## config.mk

```make
export PLATFORM = sky130hd
export DESIGN_NAME = nm_cmd_sched_flat
export DESIGN_NICKNAME = d
export VERILOG_FILES = /design/src/rtl/nm_cmd_pkg.sv /design/src/rtl/nm_cmd_sched_if.sv /design/src/rtl/nm_rr_arb.sv /design/src/rtl/nm_cmd_sched.sv /design/src/flat_wrapper.sv
export SDC_FILE = /design/constraint.sdc
export NUM_CORES = 1
export LEC_CHECK = 0
export CAP_MARGIN = 20
export CORE_UTILIZATION = 57
export CTS_CLUSTER_DIAMETER = 50
export CTS_CLUSTER_SIZE = 10
export DETAILED_ROUTE_END_ITERATION = 7
export GPL_TIMING_DRIVEN = 0
export PLACE_DENSITY = 0.95
export SLEW_MARGIN = 5
export SYNTH_ARGS = -nofsm -noshare
export SYNTH_HDL_FRONTEND = slang
export SYNTH_SLANG_ARGS = --single-unit
```

## constraint.sdc

```tcl
create_clock -name PCLK -period 10.1 [get_ports PCLK]
set_input_delay 1.515 -clock PCLK [delete_from_list [all_inputs] [get_ports PCLK]]
set_output_delay 1.515 -clock PCLK [all_outputs]
set_load 0.05 [all_outputs]
```

## src/rtl/nm_cmd_pkg.sv

```systemverilog
// rtl/nm_cmd_pkg.sv - shared types and helpers for the C2N command scheduler
package nm_cmd_pkg;

    // Default command word width on the C2N links
    localparam int CMD_W_DEF = 32;

    // Per-channel serializer states
    typedef enum logic [1:0] {
        CH_IDLE  = 2'd0,
        CH_SHIFT = 2'd1,
        CH_GAP   = 2'd2
    } nm_ch_state_t;

    // Width of a requester index; never narrower than one bit
    function automatic int id_w(input int nreq);
        return (nreq > 1) ? $clog2(nreq) : 1;
    endfunction

endpackage

```

## src/rtl/nm_cmd_sched_if.sv

```systemverilog
// rtl/nm_cmd_sched_if.sv - requester-side command bus of the C2N scheduler
interface nm_cmd_sched_if
    import nm_cmd_pkg::*;
#(
    parameter int NREQ  = 3,
    parameter int CMD_W = CMD_W_DEF
);
    logic [NREQ-1:0]       req_valid;
    logic [NREQ-1:0]       req_chan;
    logic [NREQ*CMD_W-1:0] req_cmd;
    logic [NREQ-1:0]       req_ready;

    // Command sources drive valid/chan/cmd and watch ready
    modport master (
        output req_valid,
        output req_chan,
        output req_cmd,
        input  req_ready
    );

    // Scheduler side
    modport slave (
        input  req_valid,
        input  req_chan,
        input  req_cmd,
        output req_ready
    );
endinterface

```

## src/rtl/nm_rr_arb.sv

```systemverilog
// rtl/nm_rr_arb.sv - round-robin arbiter, search starts after the last winner
module nm_rr_arb
    import nm_cmd_pkg::*;
#(
    parameter  int NREQ = 3,
    localparam int ID_W = id_w(NREQ)
) (
    input  logic            PCLK,
    input  logic            PRESET,
    input  logic [NREQ-1:0] i_req,
    input  logic            i_advance,
    output logic [NREQ-1:0] o_grant,
    output logic [ID_W-1:0] o_index
);

    logic [ID_W-1:0] r_last;
    logic [ID_W:0]   w_cand_idx;
    logic            w_found;

    // Scan requesters from r_last+1 upward with wrap, first hit wins
    always_comb begin
        w_found    = 1'b0;
        o_index    = '0;
        o_grant    = '0;
        w_cand_idx = '0;
        for (int k = 1; k <= NREQ; k++) begin
            w_cand_idx = {1'b0, r_last} + (ID_W+1)'(k);
            if (w_cand_idx >= (ID_W+1)'(NREQ))
                w_cand_idx = w_cand_idx - (ID_W+1)'(NREQ);
            if (!w_found && i_req[w_cand_idx[ID_W-1:0]]) begin
                w_found = 1'b1;
                o_index = w_cand_idx[ID_W-1:0];
            end
        end
        if (w_found)
            o_grant[o_index] = 1'b1;
    end

    // Pointer moves only when the grant is actually taken; reset favours requester 0
    always_ff @(posedge PCLK or posedge PRESET) begin
        if (PRESET)
            r_last <= ID_W'(NREQ-1);
        else if (i_advance && w_found)
            r_last <= o_index;
    end

endmodule

```

## src/rtl/nm_cmd_sched.sv

```systemverilog
// rtl/nm_cmd_sched.sv - shares two serial C2N command links between NREQ sources
module nm_cmd_sched
    import nm_cmd_pkg::*;
#(
    parameter  int NREQ  = 3,
    parameter  int CMD_W = CMD_W_DEF,
    parameter  int GAP   = 2,
    localparam int ID_W  = id_w(NREQ)
) (
    input  logic              PCLK,
    input  logic              PRESET,
    nm_cmd_sched_if.slave     req_if,
    output logic              C2N_DATA_0,
    output logic              C2N_VALID_0,
    output logic              C2N_DATA_1,
    output logic              C2N_VALID_1,
    output logic [1:0]        cmd_done,
    output logic [2*ID_W-1:0] cmd_done_id,
    output logic [1:0]        chan_busy
);

    localparam int BCW    = (CMD_W > 1) ? $clog2(CMD_W) : 1;
    localparam int GCW    = (GAP > 1) ? $clog2(GAP) : 1;
    localparam int GAP_M1 = (GAP > 0) ? GAP - 1 : 0;

    logic [1:0]      w_valid;
    logic [1:0]      w_data;
    logic [NREQ-1:0] w_grant [2];

    // A requester targets one channel only, so the two grant vectors are disjoint
    assign req_if.req_ready = (w_grant[0] | w_grant[1]) & {NREQ{~PRESET}};

    assign C2N_DATA_0  = w_data[0];
    assign C2N_VALID_0 = w_valid[0];
    assign C2N_DATA_1  = w_data[1];
    assign C2N_VALID_1 = w_valid[1];

    for (genvar c = 0; c < 2; c++) begin : g_ch
        nm_ch_state_t    r_state;
        nm_ch_state_t    w_state_nxt;
        logic [CMD_W-1:0] r_sr;
        logic [BCW-1:0]  r_bitcnt;
        logic [GCW-1:0]  r_gapcnt;
        logic [ID_W-1:0] r_cur_id;
        logic            r_done;
        logic [ID_W-1:0] r_done_id;
        logic [NREQ-1:0] w_cand;
        logic [NREQ-1:0] w_arb_req;
        logic [NREQ-1:0] w_arb_grant;
        logic [ID_W-1:0] w_arb_idx;
        logic            w_accept;
        logic            w_last_bit;
        logic            w_ch_valid;
        logic [CMD_W-1:0] w_sel_cmd;

        // Requesters currently aiming at this channel
        always_comb begin
            w_cand = '0;
            for (int i = 0; i < NREQ; i++)
                w_cand[i] = req_if.req_valid[i] && (req_if.req_chan[i] == 1'(c));
        end

        // Only an idle channel offers a grant; reset suppresses acceptance
        assign w_arb_req  = w_cand & {NREQ{r_state == CH_IDLE}};
        assign w_accept   = (r_state == CH_IDLE) && (|w_cand) && !PRESET;
        assign w_sel_cmd  = req_if.req_cmd[w_arb_idx*CMD_W +: CMD_W];
        assign w_last_bit = (r_bitcnt == '0);

        nm_rr_arb #(.NREQ(NREQ)) u_arb (
            .PCLK      (PCLK),
            .PRESET    (PRESET),
            .i_req     (w_arb_req),
            .i_advance (w_accept),
            .o_grant   (w_arb_grant),
            .o_index   (w_arb_idx)
        );

        assign w_grant[c] = w_arb_grant;

        // Next state and line-valid for the serializer
        always_comb begin
            w_state_nxt = r_state;
            w_ch_valid  = 1'b0;
            case (r_state)
                CH_IDLE: begin
                    if (w_accept)
                        w_state_nxt = CH_SHIFT;
                end
                CH_SHIFT: begin
                    w_ch_valid = 1'b1;
                    if (w_last_bit)
                        w_state_nxt = (GAP > 0) ? CH_GAP : CH_IDLE;
                end
                CH_GAP: begin
                    if (r_gapcnt == '0)
                        w_state_nxt = CH_IDLE;
                end
                default: w_state_nxt = CH_IDLE;
            endcase
        end

        // State, shift register, counters and the registered done pulse
        always_ff @(posedge PCLK or posedge PRESET) begin
            if (PRESET) begin
                r_state   <= CH_IDLE;
                r_sr      <= '0;
                r_bitcnt  <= '0;
                r_gapcnt  <= '0;
                r_cur_id  <= '0;
                r_done    <= 1'b0;
                r_done_id <= '0;
            end else begin
                r_state <= w_state_nxt;
                r_done  <= 1'b0;
                case (r_state)
                    CH_IDLE: begin
                        if (w_accept) begin
                            r_sr     <= w_sel_cmd;
                            r_bitcnt <= BCW'(CMD_W-1);
                            r_cur_id <= w_arb_idx;
                        end
                    end
                    CH_SHIFT: begin
                        r_sr     <= r_sr << 1;
                        r_bitcnt <= r_bitcnt - BCW'(1);
                        if (w_last_bit) begin
                            r_done    <= 1'b1;
                            r_done_id <= r_cur_id;
                            r_gapcnt  <= GCW'(GAP_M1);
                        end
                    end
                    CH_GAP: begin
                        r_gapcnt <= r_gapcnt - GCW'(1);
                    end
                    default: ;
                endcase
            end
        end

        assign w_valid[c]                    = w_ch_valid;
        assign w_data[c]                     = w_ch_valid & r_sr[CMD_W-1];
        assign chan_busy[c]                  = (r_state != CH_IDLE);
        assign cmd_done[c]                   = r_done;
        assign cmd_done_id[c*ID_W +: ID_W]   = r_done_id;
    end

endmodule

```

## src/flat_wrapper.sv

```systemverilog
// flat-port wrapper written by rule: the top's interface ports become plain ports
module nm_cmd_sched_flat import nm_cmd_pkg::*;
#(
    parameter  int NREQ  = 3,
    parameter  int CMD_W = CMD_W_DEF,
    parameter  int GAP   = 2,
    localparam int ID_W  = id_w(NREQ)
)
  (PCLK, PRESET, C2N_DATA_0, C2N_VALID_0, C2N_DATA_1, C2N_VALID_1, cmd_done, cmd_done_id, chan_busy, req_if_req_valid, req_if_req_chan, req_if_req_cmd, req_if_req_ready);
  nm_cmd_sched_if #(.NREQ(NREQ), .CMD_W(CMD_W)) req_if_i ();
  input  logic PCLK;
  input  logic PRESET;
  output logic C2N_DATA_0;
  output logic C2N_VALID_0;
  output logic C2N_DATA_1;
  output logic C2N_VALID_1;
  output logic [1:0] cmd_done;
  output logic [2*ID_W-1:0] cmd_done_id;
  output logic [1:0] chan_busy;
  input wire logic [$bits(req_if_i.req_valid)-1:0] req_if_req_valid;
  input wire logic [$bits(req_if_i.req_chan)-1:0] req_if_req_chan;
  input wire logic [$bits(req_if_i.req_cmd)-1:0] req_if_req_cmd;
  output wire logic [$bits(req_if_i.req_ready)-1:0] req_if_req_ready;
  assign req_if_i.req_valid = req_if_req_valid;
  assign req_if_i.req_chan = req_if_req_chan;
  assign req_if_i.req_cmd = req_if_req_cmd;
  assign req_if_req_ready = req_if_i.req_ready;
  nm_cmd_sched #(.NREQ(NREQ), .CMD_W(CMD_W), .GAP(GAP)) u_core (.PCLK(PCLK), .PRESET(PRESET), .req_if(req_if_i), .C2N_DATA_0(C2N_DATA_0), .C2N_VALID_0(C2N_VALID_0), .C2N_DATA_1(C2N_DATA_1), .C2N_VALID_1(C2N_VALID_1), .cmd_done(cmd_done), .cmd_done_id(cmd_done_id), .chan_busy(chan_busy));
endmodule
```

==> results.tsv <==
stage	metric	value	unit
outcome	outcome	finished with violations	
outcome	violations	design-rule violations	
drt	drt_pass1_iterations	8	
global_routing	overflow	0	
die	die-area	10800	um^2
clock_network	post_cts_buffers	0	
power	leakage	0.00352	uW
clock_network	clock-sinks	94	
die	dieWidth	104	um
critical_path	crit_slowest_cell	clkdlybuf4s50_1	
critical_path	cp-start-kind	input port	
power	switching_share	41.4	%
clock_network	cts.hold.buffers_added	0	
job	cap_violations	0	
die	fp.coreArea	9910	um^2
global_routing	grtUsageTotal	32.6	%
critical_path	critPathMaxFanout	10	
yosys	synth-edff-count	0	
critical_path	crit_start	req_if_req_valid[2]	
power	p_comb_share	48.2	%
sta	period_share	63.2	%
critical_path	crit_family	buffers and inverters	
yosys	synth_fp_nets	706	
placement	gp_congestion	0.928	
critical_path	critPathRequiredTime	8.59	ns
power	p_switching	735	uW
sta	finalCriticalPeriod	6.38	ns
yosys	ys_types	64	
yosys	syn_area	5930	um^2
critical_path	cp_slowest_stage_delay	0.85	ns
power	p_per_area	235	nW/um^2
clock_network	root_buffer	clkbuf_8	
sta	drv_slew	0	
sta	clock_skew	0.00614	ns
global_routing	grt_pass1_wl	27800	um
drt	drc	25	
critical_path	worstSetupEndpointType	output pin	
sta	rsz0062_at_grt	false	
layout	areaGrowthSynthToFinish	27.2	%
sta	hold_viol_final	0	
power	internal_power	1040	uW
die	ios	119	
drt	drt-initial-drc-count	632	
die	initial_core_util	59.8	%
clock_network	cts_buffers	9	
critical_path	rrSetupSlack	6.56	ns
sta	fmax	157	MHz
clock_network	tritoncts	built	
sta	setup-violations-final	0	
die	chipHeight	104	um
layout	antenna_cells	0	
layout	layout_common_cells	clkdlybuf4s50_1, dfrtp_1, mux2i_1, nand2_1, o21ai_0	
critical_path	endpoint	req_if_req_ready[0]	
power	finalPower	1770	uW
critical_path	regToRegStartpoint	u_core.g_ch[1].u_arb.r_last[0]	
yosys	synth-seq-cells	94	
drt	routed_wl	17200	um
critical_path	cpMostUsedCell	clkdlybuf4s50_1	
yosys	ys.warnings.count	0	
yosys	synth_ff_type	dfrtp_1	
yosys	syn_area_per_cell	10.0	um^2
sta	tns	0	ns
critical_path	critPathKind	in2out	
critical_path	cp.arrival	4.87	ns
layout	fin_nets	836	
global_routing	antenna_found_initial	0	
layout	layout-drive-gt1-share	11.2	%
critical_path	reg2reg_depth	10	
clock_network	htree_levels	3	
layout	final_common_cell	clkdlybuf4s50_1	
clock_network	cts.path.max_buffers	2	
sta	tightest_slew	0.831	ns
yosys	ys_seq_area_share	39.7	%
placement	hpwl	12100	um
yosys	syn_inst	590	
placement	port_buffers	118	
sta	relSlewSlack	44.2	%
clock_network	clk_pin_slew_worst_paths	0.09	ns
critical_path	cp.depth	10	
critical_path	path_cells	clkdlybuf4s50_1, or4b_1, buf_4, o21ai_2, nor3_1, nor3_4, buf_2, nand2_1, o22ai_1, clkdlybuf4s50_1	
worst_hold_path	min_path_type	reg2reg	
power	peakVddDrop	0.120	mV
power	pwr-share-seq	35.2	%
critical_path	worstReg2RegEnd	u_core.g_ch[1].r_sr[24]	
drt	ant_nets	0	
sta	hold_ws	0.484	ns
clock_network	cts_resized	0	
drt	post_drt_wl_per_cell	20.0	um
drt	via_count	5673	
yosys	async_flop_share	100	%
drt	post_drt_via_cell_ratio	6.61	
power	power_frac_clock	16.6	%
global_routing	grt_pass1_vias	5751	
die	rows	36	
critical_path	crit_buf_inv	4	
clock_network	insertion_delay	0.38	ns
global_routing	grt_max_degree	50	
==> layer usage <==
layer	wire [um]	track usage [%]	up-vias	share of wire, %
met1	6550	40.0	2702	38
met4	515	15.9	0	3.0
li1	-	-	2511	-
met5	0	0	-	0
met2	8290	53.5	400	48
met3	1820	8.02	60	11
==> cells in the mapped netlist, types with 5 or more instances <==
master,number,share of area (%)
o21ai_1,32,2.7
mux2i_1,65,11
a21oi_1,12,1.0
inv_1,21,1.3
and2_1,5,0.53
a221oi_2,28,7.1
o21ai_0,44,3.7
or3_1,31,3.3
nand2_1,55,3.5
nor2_1,14,0.89
dfrtp_1,92,39
nor3_1,11,0.93
buf_2,11,0.93
clkbuf_1,26,1.6
ha_1,12,2.5
a222oi_1,32,5.4
==> power by group through the flow <==
| stage | sequential [uW] | clock [uW] | combinational, uW |
|---|---|---|---|
| 2_1_floorplan | 595 | 0 | 608 |
| 3_3_place_gp | 613 | 0 | 783 |
| 3_5_place_dp | 622 | 0 | 824 |
| 4_1_cts | 619 | 294 | 838 |
| 5_1_grt | 638 | 310 | 928 |
| 6_report | 625 | 295 | 855 |
==> metrics by stage <==
stage | worst slack (ns) | util (%) | cells | area (um^2)
floorplan | 4.07 | - | 590 | 5930
global placement | 2.53 | 73.4 | 841 | 7270
detailed placement | 3.82 | 73.7 | 842 | 7300
CTS | 3.79 | 76.1 | 858 | 7540
global route | 3.61 | 76.1 | 858 | 7540
finish | 3.72 | 76.1 | 858 | 7540
==> worst min path at each step <==
stage | startpoint | to | slack, ns | cells past startpoint
global route | u_core.g_ch[1].r_cur_id[1] | u_core.g_ch[1].r_cur_id[1] | 0.51 | 1
detailed placement | u_core.g_ch[1].r_cur_id[1] | u_core.g_ch[1].r_cur_id[1] | 0.47 | 1
CTS | u_core.g_ch[1].r_cur_id[1] | u_core.g_ch[1].r_cur_id[1] | 0.49 | 1
floorplan | u_core.g_ch[0].r_cur_id[1] | u_core.g_ch[0].r_cur_id[1] | 0.45 | 1
global placement | u_core.g_ch[1].r_cur_id[1] | u_core.g_ch[1].r_cur_id[1] | 0.46 | 1
finish | u_core.g_ch[1].r_cur_id[1] | u_core.g_ch[1].r_cur_id[1] | 0.48 | 1
==> area by class of cell <==
type,count,area (um^2)
multi-input combinational,421,3180
timing repair buffer,119,1210
inverter,23,88.8
tap,133,166
buffer,52,303
clock buffer,13,169
fill,690,2370
sequential,94,2350
clock inverter,3,65.1
==> cells by family after synthesis <==
family	Yosys count	share of synthesized area (%)
xor gates and xnor gates	6	0.887
buffers and inverters	75	6.57
adders and majority gates	12	2.53
muxes	69	11.7
AOI/OAI and AO/OA	186	25.2
and+or+nand+nor	148	13.4
DFF	94	39.7
==> state kept, by name (all words and copies together), names as in the netlist <==
name	count
u_core.g_ch.r_done_id	4
u_core.g_ch.r_done	2
u_core.g_ch.r_sr	64
u_core.g_ch.r_gapcnt	2
u_core.g_ch.r_bitcnt	10
u_core.g_ch.u_arb.r_last	4
u_core.g_ch.r_state	4
u_core.g_ch.r_cur_id	4
==> worst register-to-register path: cells and delay by family (launching register included) <==
family	cells	cell delay, ns
AOI/OAI and AO/OA	3	0.54
adders and majority gates	1	0.31
and+or+nand+nor	2	0.94
DFF	1	0.51
buffers and inverters	4	1.17
(Power assumes the default switching activity.)
